### src/rtl/div_pkg.sv
// Shared definitions for the iterative RV32M divider: op and state encodings,
// iteration count and the RISC-V special-case result helper.
package div_pkg;

  localparam int unsigned DIV_ITERS = 32;

  localparam logic [1:0] DIV_OP_DIV  = 2'b00;
  localparam logic [1:0] DIV_OP_DIVU = 2'b01;
  localparam logic [1:0] DIV_OP_REM  = 2'b10;
  localparam logic [1:0] DIV_OP_REMU = 2'b11;

  typedef enum logic [1:0] {
    DIV_S_IDLE = 2'b00,
    DIV_S_CALC = 2'b01,
    DIV_S_FIX  = 2'b10,
    DIV_S_DONE = 2'b11
  } div_state_e;

  // DIV and REM are the signed ops (op[0] clear).
  function automatic logic op_is_signed(input logic [1:0] op);
    return ~op[0];
  endfunction

  // REM and REMU return the remainder (op[1] set).
  function automatic logic op_is_rem(input logic [1:0] op);
    return op[1];
  endfunction

  // Architecturally defined results for divide-by-zero and signed overflow.
  // When b_zero is clear the caller guarantees the signed-overflow case.
  function automatic logic [31:0] special_value(input logic [1:0]  op,
                                                input logic [31:0] a_raw,
                                                input logic        b_zero);
    logic [31:0] val;
    if (b_zero) begin
      val = op_is_rem(op) ? a_raw : 32'hFFFF_FFFF;
    end else begin
      val = op_is_rem(op) ? 32'h0000_0000 : 32'h8000_0000;
    end
    return val;
  endfunction

endpackage

### src/rtl/div_step.sv
// One restoring-division iteration: shift {rem,quo} left by one, subtract the
// divisor from the widened partial remainder and keep it when non-negative.
module div_step #(
  parameter int unsigned W = 32
) (
  input  logic [W-1:0] rem_i,
  input  logic [W-1:0] quo_i,
  input  logic [W-1:0] divisor_i,
  output logic [W-1:0] rem_o,
  output logic [W-1:0] quo_o
);

  logic [W:0]   shifted;
  logic [W-1:0] diff;
  logic         ge;

  assign shifted = {rem_i, quo_i[W-1]};
  assign ge      = (shifted >= {1'b0, divisor_i});
  // When ge holds the true difference is below 2^W, so the low W bits suffice.
  assign diff    = shifted[W-1:0] - divisor_i;

  // Select restored or subtracted remainder and shift in the quotient bit.
  always_comb begin
    rem_o = ge ? diff : shifted[W-1:0];
    quo_o = {quo_i[W-2:0], ge};
  end

endmodule

### src/rtl/div_unit.sv
// Iterative 32-bit RV32M divider (DIV/DIVU/REM/REMU). Restoring algorithm on
// absolute values, 32 CALC cycles, a FIX cycle for sign and special cases,
// then a single-cycle done pulse. All outputs are registered.
// Optional build macro DIV_FAST_SPECIAL_EN: divide-by-zero and signed
// overflow go straight from IDLE to DONE; results are identical either way.
module div_unit
  import div_pkg::*;
#(
  parameter int unsigned XLEN = 32
) (
  input  logic            clk_i,
  input  logic            rst_i,
  input  logic            start_i,
  input  logic [1:0]      op_i,
  input  logic [XLEN-1:0] a_i,
  input  logic [XLEN-1:0] b_i,
  input  logic            flush_i,
  output logic            busy_o,
  output logic            done_o,
  output logic [XLEN-1:0] result_o
);

  localparam int unsigned CntW = $clog2(DIV_ITERS);
  localparam logic [XLEN-1:0] MinNeg = {1'b1, {(XLEN-1){1'b0}}};

  div_state_e state_q, state_d;

  logic [CntW-1:0] cnt_q;
  logic [XLEN-1:0] rem_q, quo_q, dvs_q, a_raw_q;
  logic [1:0]      op_q;
  logic            a_neg_q, b_neg_q, b_zero_q, ovf_q;

  logic            busy_q, busy_d;
  logic            done_q, done_d;
  logic [XLEN-1:0] result_q, result_d;

  logic            accept;
  logic            sgn_in, a_neg_in, b_neg_in, b_zero_in, ovf_in, fast_in;
  logic [XLEN-1:0] a_abs, b_abs;
  logic [XLEN-1:0] rem_nx, quo_nx;
  logic [XLEN-1:0] fix_result;

  // Request decode: flush always wins over a simultaneous start.
  assign accept    = (state_q == DIV_S_IDLE) && start_i && !flush_i;
  assign sgn_in    = op_is_signed(op_i);
  assign a_neg_in  = sgn_in & a_i[XLEN-1];
  assign b_neg_in  = sgn_in & b_i[XLEN-1];
  assign a_abs     = a_neg_in ? -a_i : a_i;
  assign b_abs     = b_neg_in ? -b_i : b_i;
  assign b_zero_in = (b_i == '0);
  assign ovf_in    = sgn_in && (a_i == MinNeg) && (b_i == '1);

`ifdef DIV_FAST_SPECIAL_EN
  assign fast_in = b_zero_in | ovf_in;
`else
  assign fast_in = 1'b0;
`endif

  div_step #(
    .W (XLEN)
  ) u_step (
    .rem_i     (rem_q),
    .quo_i     (quo_q),
    .divisor_i (dvs_q),
    .rem_o     (rem_nx),
    .quo_o     (quo_nx)
  );

  // Sign correction on the magnitudes, with the special cases overriding.
  always_comb begin
    logic [XLEN-1:0] q_fix, r_fix;
    logic            q_neg;
    q_neg = (a_neg_q ^ b_neg_q) & ~b_zero_q;
    q_fix = q_neg ? -quo_q : quo_q;
    r_fix = a_neg_q ? -rem_q : rem_q;
    if (b_zero_q || ovf_q) begin
      fix_result = special_value(op_q, a_raw_q, b_zero_q);
    end else begin
      fix_result = op_is_rem(op_q) ? r_fix : q_fix;
    end
  end

  // State register.
  always_ff @(posedge clk_i) begin
    if (rst_i) begin
      state_q <= DIV_S_IDLE;
    end else begin
      state_q <= state_d;
    end
  end

  // Next-state logic.
  always_comb begin
    state_d = state_q;
    unique case (state_q)
      DIV_S_IDLE: begin
        if (accept) begin
          state_d = fast_in ? DIV_S_DONE : DIV_S_CALC;
        end
      end
      DIV_S_CALC: begin
        if (flush_i) begin
          state_d = DIV_S_IDLE;
        end else if (cnt_q == '0) begin
          state_d = DIV_S_FIX;
        end
      end
      DIV_S_FIX:  state_d = flush_i ? DIV_S_IDLE : DIV_S_DONE;
      DIV_S_DONE: state_d = DIV_S_IDLE;
      default:    state_d = DIV_S_IDLE;
    endcase
  end

  // Next values of the registered outputs.
  always_comb begin
    busy_d   = busy_q;
    done_d   = 1'b0;
    result_d = result_q;
    unique case (state_q)
      DIV_S_IDLE: begin
        if (accept) begin
          busy_d = !fast_in;
`ifdef DIV_FAST_SPECIAL_EN
          if (fast_in) begin
            done_d   = 1'b1;
            result_d = special_value(op_i, a_i, b_zero_in);
          end
`endif
        end
      end
      DIV_S_CALC: begin
        if (flush_i) begin
          busy_d = 1'b0;
        end
      end
      DIV_S_FIX: begin
        // Stall releases in the same cycle done is seen.
        busy_d = 1'b0;
        if (!flush_i) begin
          done_d   = 1'b1;
          result_d = fix_result;
        end
      end
      DIV_S_DONE: begin
        busy_d = 1'b0;
      end
      default: begin
        busy_d = 1'b0;
      end
    endcase
  end

  // Output registers.
  always_ff @(posedge clk_i) begin
    if (rst_i) begin
      busy_q   <= 1'b0;
      done_q   <= 1'b0;
      result_q <= '0;
    end else begin
      busy_q   <= busy_d;
      done_q   <= done_d;
      result_q <= result_d;
    end
  end

  // Operand capture on accept and one restoring step per CALC cycle.
  always_ff @(posedge clk_i) begin
    if (rst_i) begin
      cnt_q    <= '0;
      rem_q    <= '0;
      quo_q    <= '0;
      dvs_q    <= '0;
      a_raw_q  <= '0;
      op_q     <= DIV_OP_DIV;
      a_neg_q  <= 1'b0;
      b_neg_q  <= 1'b0;
      b_zero_q <= 1'b0;
      ovf_q    <= 1'b0;
    end else if (accept) begin
      cnt_q    <= CntW'(DIV_ITERS - 1);
      rem_q    <= '0;
      quo_q    <= a_abs;
      dvs_q    <= b_abs;
      a_raw_q  <= a_i;
      op_q     <= op_i;
      a_neg_q  <= a_neg_in;
      b_neg_q  <= b_neg_in;
      b_zero_q <= b_zero_in;
      ovf_q    <= ovf_in;
    end else if (state_q == DIV_S_CALC) begin
      cnt_q <= cnt_q - 1'b1;
      rem_q <= rem_nx;
      quo_q <= quo_nx;
    end
  end

  assign busy_o   = busy_q;
  assign done_o   = done_q;
  assign result_o = result_q;

endmodule

### config.mk
export PLATFORM = sky130hd
export DESIGN_NAME = div_unit
export DESIGN_NICKNAME = d
export VERILOG_FILES = /design/src/rtl/div_pkg.sv /design/src/rtl/div_step.sv /design/src/rtl/div_unit.sv
export SDC_FILE = /design/constraint.sdc
export NUM_CORES = 1
export LEC_CHECK = 0
export BUFFER_PORTS_ARGS = -buffer_cell sky130_fd_sc_hd__buf_4
export CAP_MARGIN = 5
export CORE_MARGIN = 8
export CORE_UTILIZATION = 55
export CTS_CLUSTER_DIAMETER = 120
export DETAILED_ROUTE_END_ITERATION = 6
export GPL_ROUTABILITY_DRIVEN = 1
export PLACE_DENSITY = 0.77
export SLEW_MARGIN = 25
export SYNTH_ARGS = -nofsm -noshare
export SYNTH_HDL_FRONTEND = slang
export SYNTH_SLANG_ARGS = --single-unit
### constraint.sdc
create_clock -name clk_i -period 2.7 [get_ports clk_i]
set_input_delay 0.135 -clock clk_i [delete_from_list [all_inputs] [get_ports clk_i]]
set_output_delay 0.135 -clock clk_i [all_outputs]
set_load 0.01 [all_outputs]
-- Word-level counts from Yosys, hierarchy flattened
Cells that the tools add are included.
- register bits after elaboration: 175
- input port bits: 70
- output and inout bits: 34
- logic and storage cells: 76
- $add $sub $neg: 6
- magnitude comparators: 1
- equal/unequal tests: 8
- muxes and demuxes: 23
- bitwise operators: 8
- reduce and logical (&&, ||, !) cells: 16
- operator list (kind ; number):
    $mux 32 ; 12
    $neg 32->32 ; 4
    $eq 32x32->1 const B ; 2
    $ge 33x32->1 ; 1
    $logic_not 32->1 ; 1
    $sub 32x32->32 ; 1
    $mux 5 ; 2
    $mux 2 ; 4
    $pmux 2 s4 ; 1
    $reduce_and 2->1 ; 3
    $reduce_or 2->1 ; 3
    $logic_not 5->1 ; 1
    $sub 5x1->5 const B ; 1
    $eq 2x2->1 const B ; 2
    $logic_and 1x1->1 ; 4
    $ne 2x2->1 const B ; 2
    $not 1->1 ; 4
    $and 1x1->1 ; 3
    $mux 1 ; 3
    $ne 3x3->1 const B ; 1
    $pmux 1 s3 ; 1
    $eq 2x1->1 const B ; 1
    $logic_not 2->1 ; 1
    $reduce_bool 2->1 ; 1
    3 further kinds ; 3

-- Longest topological paths before layout
- depth after elaboration: 5
- gate-level depth with buffers: 12
- depth with buffers taken out: 12

-- Cells and area by module
A second synthesis with hierarchy kept.
- cell total of the unflattened synthesis: 1629
- area total of the unflattened synthesis: 12330.6 sq um
- by module, submodules not included (module ; times used ; cells an instance ; area each (sq um) ; sequential area each (sq um)):
    div_unit ; 1 ; 1271 ; 9748.1 ; 3483.3
    div_step ; 1 ; 358 ; 2582.5 ; 0.0

-- Worst setup path after synthesis
Ideal clock, no wire load.
- path kind: register -> register
- start: reg rem_q[7]
- end: reg rem_q[28]
- library setup time: 0.128 ns
- arrival: 2.577 ns
- data required time: 2.572 ns
- path slack: -0.006 ns
- cell stages (with the launch flop): 11
- path buffers: 1
- clock period less this slack: 2.706 ns
- cells stage by stage: dfxtp_1 ha_1 a211o_1 a211o_1 a2111oi_4 o21ai_2 nand3_2 nand2_2 buf_4 a311oi_1 a31oi_1
- word-level cells in the longest chain between the ends: 2
- elaborated cells on any way between the ends: 3
- classes of those cells: add/sub: 1; order compare: 1; mux: 1
- RTL lines (element ; RTL line ; source):
    start, declared ; div_unit.sv:29 ; logic [XLEN-1:0] rem_q, quo_q, dvs_q, a_raw_q;
    start signal, assigned ; div_unit.sv:192 ; rem_q <= rem_nx;
    $sub 32x32->32 or $ge 33x32->1 (tied branches) ; div_step.sv:20, div_step.sv:18 ;
    $mux 32 * ; div_step.sv:24 ; rem_o = ge ? diff : shifted[W-1:0];
Mark *: on every way between the ends. The rest lies on a longest branch, timed or not.
A chain may end at the register's enable or synchronous reset.

-- Worst setup path in the final report
- start: reg dvs_q[1]
- end: reg rem_q[12]
- word-level cells in the longest chain between the ends: 2
- elaborated cells on any way between the ends: 3
- classes of those cells: add/sub: 1; order compare: 1; mux: 1
- RTL lines (element ; RTL line ; source):
    start, declared ; div_unit.sv:29 ;
    start signal, assigned ; div_unit.sv:183 ; dvs_q <= b_abs;
    $sub 32x32->32 or $ge 33x32->1 (tied branches) ; div_step.sv:20, div_step.sv:18 ;
    $mux 32 * ; div_step.sv:24 ;
Marks and branches as above.

==> impl_metrics.env <==
export IMPL_critPathMaxFanout=16
export IMPL_cellLeakagePower_nw=5.83
export IMPL_synthTopCellsByArea="dfxtp_1, a21oi_1, nand2_1"
export IMPL_clk_path_buf_depth=2
export IMPL_std_cell_rows=54
export IMPL_synth_top_area_cell="dfxtp_1"
export IMPL_ir_drop_mv=0.397
export IMPL_drt_initial_drc_count=1600
export IMPL_dr_pass1_iters=6
export IMPL_async_reset_ff_frac=0
export IMPL_grt_max_degree=67
export IMPL_total_power_mw=8.20
export IMPL_hold_viol=0
export IMPL_p_int_mw=5.22
export IMPL_ctsHtreeMaxLevel=4
export IMPL_viasPerCell=6.24
export IMPL_coreArea_um2=21700
export IMPL_whs_endpoint="dvs_q[27]"
export IMPL_hold_depth=3
export IMPL_area_growth_pct=24.2
export IMPL_seqPwrFrac=0.346
export IMPL_fin_crit_sh=0.975
export IMPL_crit_type="flop to flop"
export IMPL_drv_cap=0
export IMPL_seq_area_frac_synth=0.288
export IMPL_critPathCaptureType="flop"
export IMPL_outcome="finished clean"
export IMPL_r2r_slack_ns=0.07
export IMPL_wl_per_cell_um=20.3
export IMPL_crit_required_ns=3.04
export IMPL_fin_nets=1902
export IMPL_ys_ff_latch=174
export IMPL_finalCriticalPeriod_ns=2.63
export IMPL_diodes=0
export IMPL_crit_buf_inv=2
export IMPL_pwr_share_clk=0.303
export IMPL_die_w_um=164
export IMPL_cts_tree="yes"
export IMPL_post_route_worst_setup_slack_ns=0.0679
export IMPL_n_fill_cell=1822
export IMPL_setup_tns_ns=0
export IMPL_hp_class="input pin to flop"
export IMPL_startpoint_type="flop"
export IMPL_netlist_area_um2=12100
export IMPL_synth_edff_count=0
export IMPL_grt_pass1_vias=12100
export IMPL_start_util=0.557
export IMPL_clock_skew_ns=0.0105
export IMPL_swShare=0.364
export IMPL_setup_viol=0
export IMPL_hpwl_um=31800
export IMPL_worstHoldStart="b_i[27]"
export IMPL_cts_buffers=17
export IMPL_arrival_ns=2.98
export IMPL_worstMarginPinSlew_ns=0.787
export IMPL_multiInputGateArea_um2=8250
export IMPL_design_die_area_um2=27000
export IMPL_vias=13000
export IMPL_cts_sinks=174
export IMPL_track_usage=0.309
export IMPL_synthCells=1614
export IMPL_cp_slowest_cell="a2111oi_4"
export IMPL_fmax_mhz=380
export IMPL_die_h_um=164
export IMPL_drv_slew=0
export IMPL_whs_ns=0.0153
export IMPL_syn_nets=1724
export IMPL_ff_latch_area_um2=3500
export IMPL_p_sw_mw=2.99
export IMPL_rsz0062_at_grt="true"
export IMPL_slew_headroom=0.476
export IMPL_ys_warn_count=0
export IMPL_cts_root_buf="clkbuf_16"
export IMPL_ys_flop_type="dfxtp_1"
export IMPL_yosysTopAreaCellShare=0.288
export IMPL_detail_route_antenna_nets=0
export IMPL_clock_latency_ns=0.44
export IMPL_place_gp_congestion=0.951
export IMPL_synth_common_cells="nand2_1, nor2_1, dfxtp_1"
export IMPL_path_delay_family="compound AO/OA/AOI/OAI gates"
export IMPL_fin_util=0.691
export IMPL_overflow=0
export IMPL_clkTransAtPathRegs_ns=0.07
export IMPL_drc=0
export IMPL_crit_chain="inv_1 -> ha_1 -> nor2b_1 -> o31a_1 -> a2111oi_4 -> o21ai_4 -> nand3_4 -> nand2_4 -> buf_12 -> mux2i_1 -> a211oi_2"
export IMPL_drive_gt1_frac=0.204
export IMPL_yosysMostFrequentCell="nand2_1"
export IMPL_synth_avg_cell_area_um2=7.48
export IMPL_grt_first_pass_wirelength_um=66200
export IMPL_comb_power_share=0.351
export IMPL_pre_cts_ws_ns=-0.145
export IMPL_cp_startpoint="dvs_q[1]"
export IMPL_reg2regPathDepth=11
export IMPL_r2r_end="rem_q[12]"
export IMPL_antenna_found_initial=0
export IMPL_r2r_start="dvs_q[1]"
export IMPL_critPathMaxStageDelay_ns=0.46
export IMPL_routed_wl_um=42300
export IMPL_portBuffers=103
export IMPL_power_density_nw_per_um2=547
export IMPL_yosysUniqueCellTypes=87
export IMPL_ios=104
[kinds of logic (layout without fill, tap and decap cells)]
logic type / after synthesis / in the layout / share of synthesized area
buffers and inverters: 167 / 358 / 0.0540
adder cells (fa/ha/maj): 40 / 40 / 0.0421
XOR/XNOR: 127 / 127 / 0.0921
multiplexers: 21 / 21 / 0.0174
flip-flops: 174 / 174 / 0.288
AO/OA/AOI/OAI: 502 / 502 / 0.272
AND/OR/NAND/NOR: 583 / 583 / 0.234
[registers in the layout, indices dropped and copies added, names as in the netlist, 2 cells and up]
signal    flops
a_raw_q      32
dvs_q        32
quo_q        32
rem_q        32
result_o     32
cnt_q         5
state_q       2
[metal layers]
| layer | GRT usage | vias to the layer above | wire length (um) |
|---|---|---|---|
| li1 | - | 6198 | - |
| met1 | 0.436 | 6099 | 18600 |
| met2 | 0.458 | 644 | 18500 |
| met3 | 0.0732 | 76 | 4220 |
| met4 | 0.0897 | 0 | 1010 |
| met5 | 0 | - | 0 |
[power by group through the flow]
stage,Sequential [mW],Combinational [mW],Clock (mW)
floorplan,2.86,1.69,0
global placement,2.88,2.60,0
detailed placement,2.89,2.62,0
CTS,2.83,2.69,2.51
global route,2.85,3.11,2.61
finish,2.84,2.88,2.48
[stage by stage]
step	area, um^2	instances
after floorplan	12100	1614
after global placement	13900	2029
after detailed placement	13900	2029
after CTS	14700	2083
after global routing	15000	2085
final	15000	2085
[worst max path at each step]
stage	to	slack, ns	cells after the start
floorplan	rem_q[28]	0.05	10
global placement	rem_q[27]	-0.01	11
detailed placement	rem_q[12]	-0.14	11
CTS	rem_q[12]	0.02	11
global route	rem_q[22]	-0.08	13
finish	rem_q[12]	0.07	11
[cell usage in the layout (no fill, tap or decap), types with 27 or more instances in the layout]
master	n
nand2_1	194
a211oi_1	51
xor2_1	66
ha_1	28
o21ai_0	82
nor2_1	185
xnor2_1	60
buf_4	241
a311oi_1	27
nor3_1	31
dfxtp_1	164
a21oi_1	159
inv_1	60
[worst register-to-register path: stages (launching register included)]
cell	delay (ns)
dfxtp_2	0.33
inv_1	0.07
ha_1	0.28
nor2b_1	0.15
o31a_1	0.33
a2111oi_4	0.46
o21ai_4	0.13
nand3_4	0.12
nand2_4	0.09
buf_12	0.18
mux2i_1	0.15
a211oi_2	0.26
[repair_timing]
item | in CTS | in global routing
pin swaps | 2 | 19
resized for setup | 6 | 59
setup buffers | 1 | 2
endpoints found under the setup margin | 32 | 43
hold endpoints to repair | 24 | 0
hold buffers | 21 | 0
cloned | 0 | 0
[cell type report]
class,count,share of cell area
Clock buffer,18,0.0293
Clock inverter,14,0.00968
Inverter,60,0.0150
Multi-Input combinational cell,1273,0.550
Sequential cell,174,0.233
Tap cell,280,0.0234
Timing Repair Buffer,266,0.139
No activity file was read; power rests on OpenSTA's default activity.
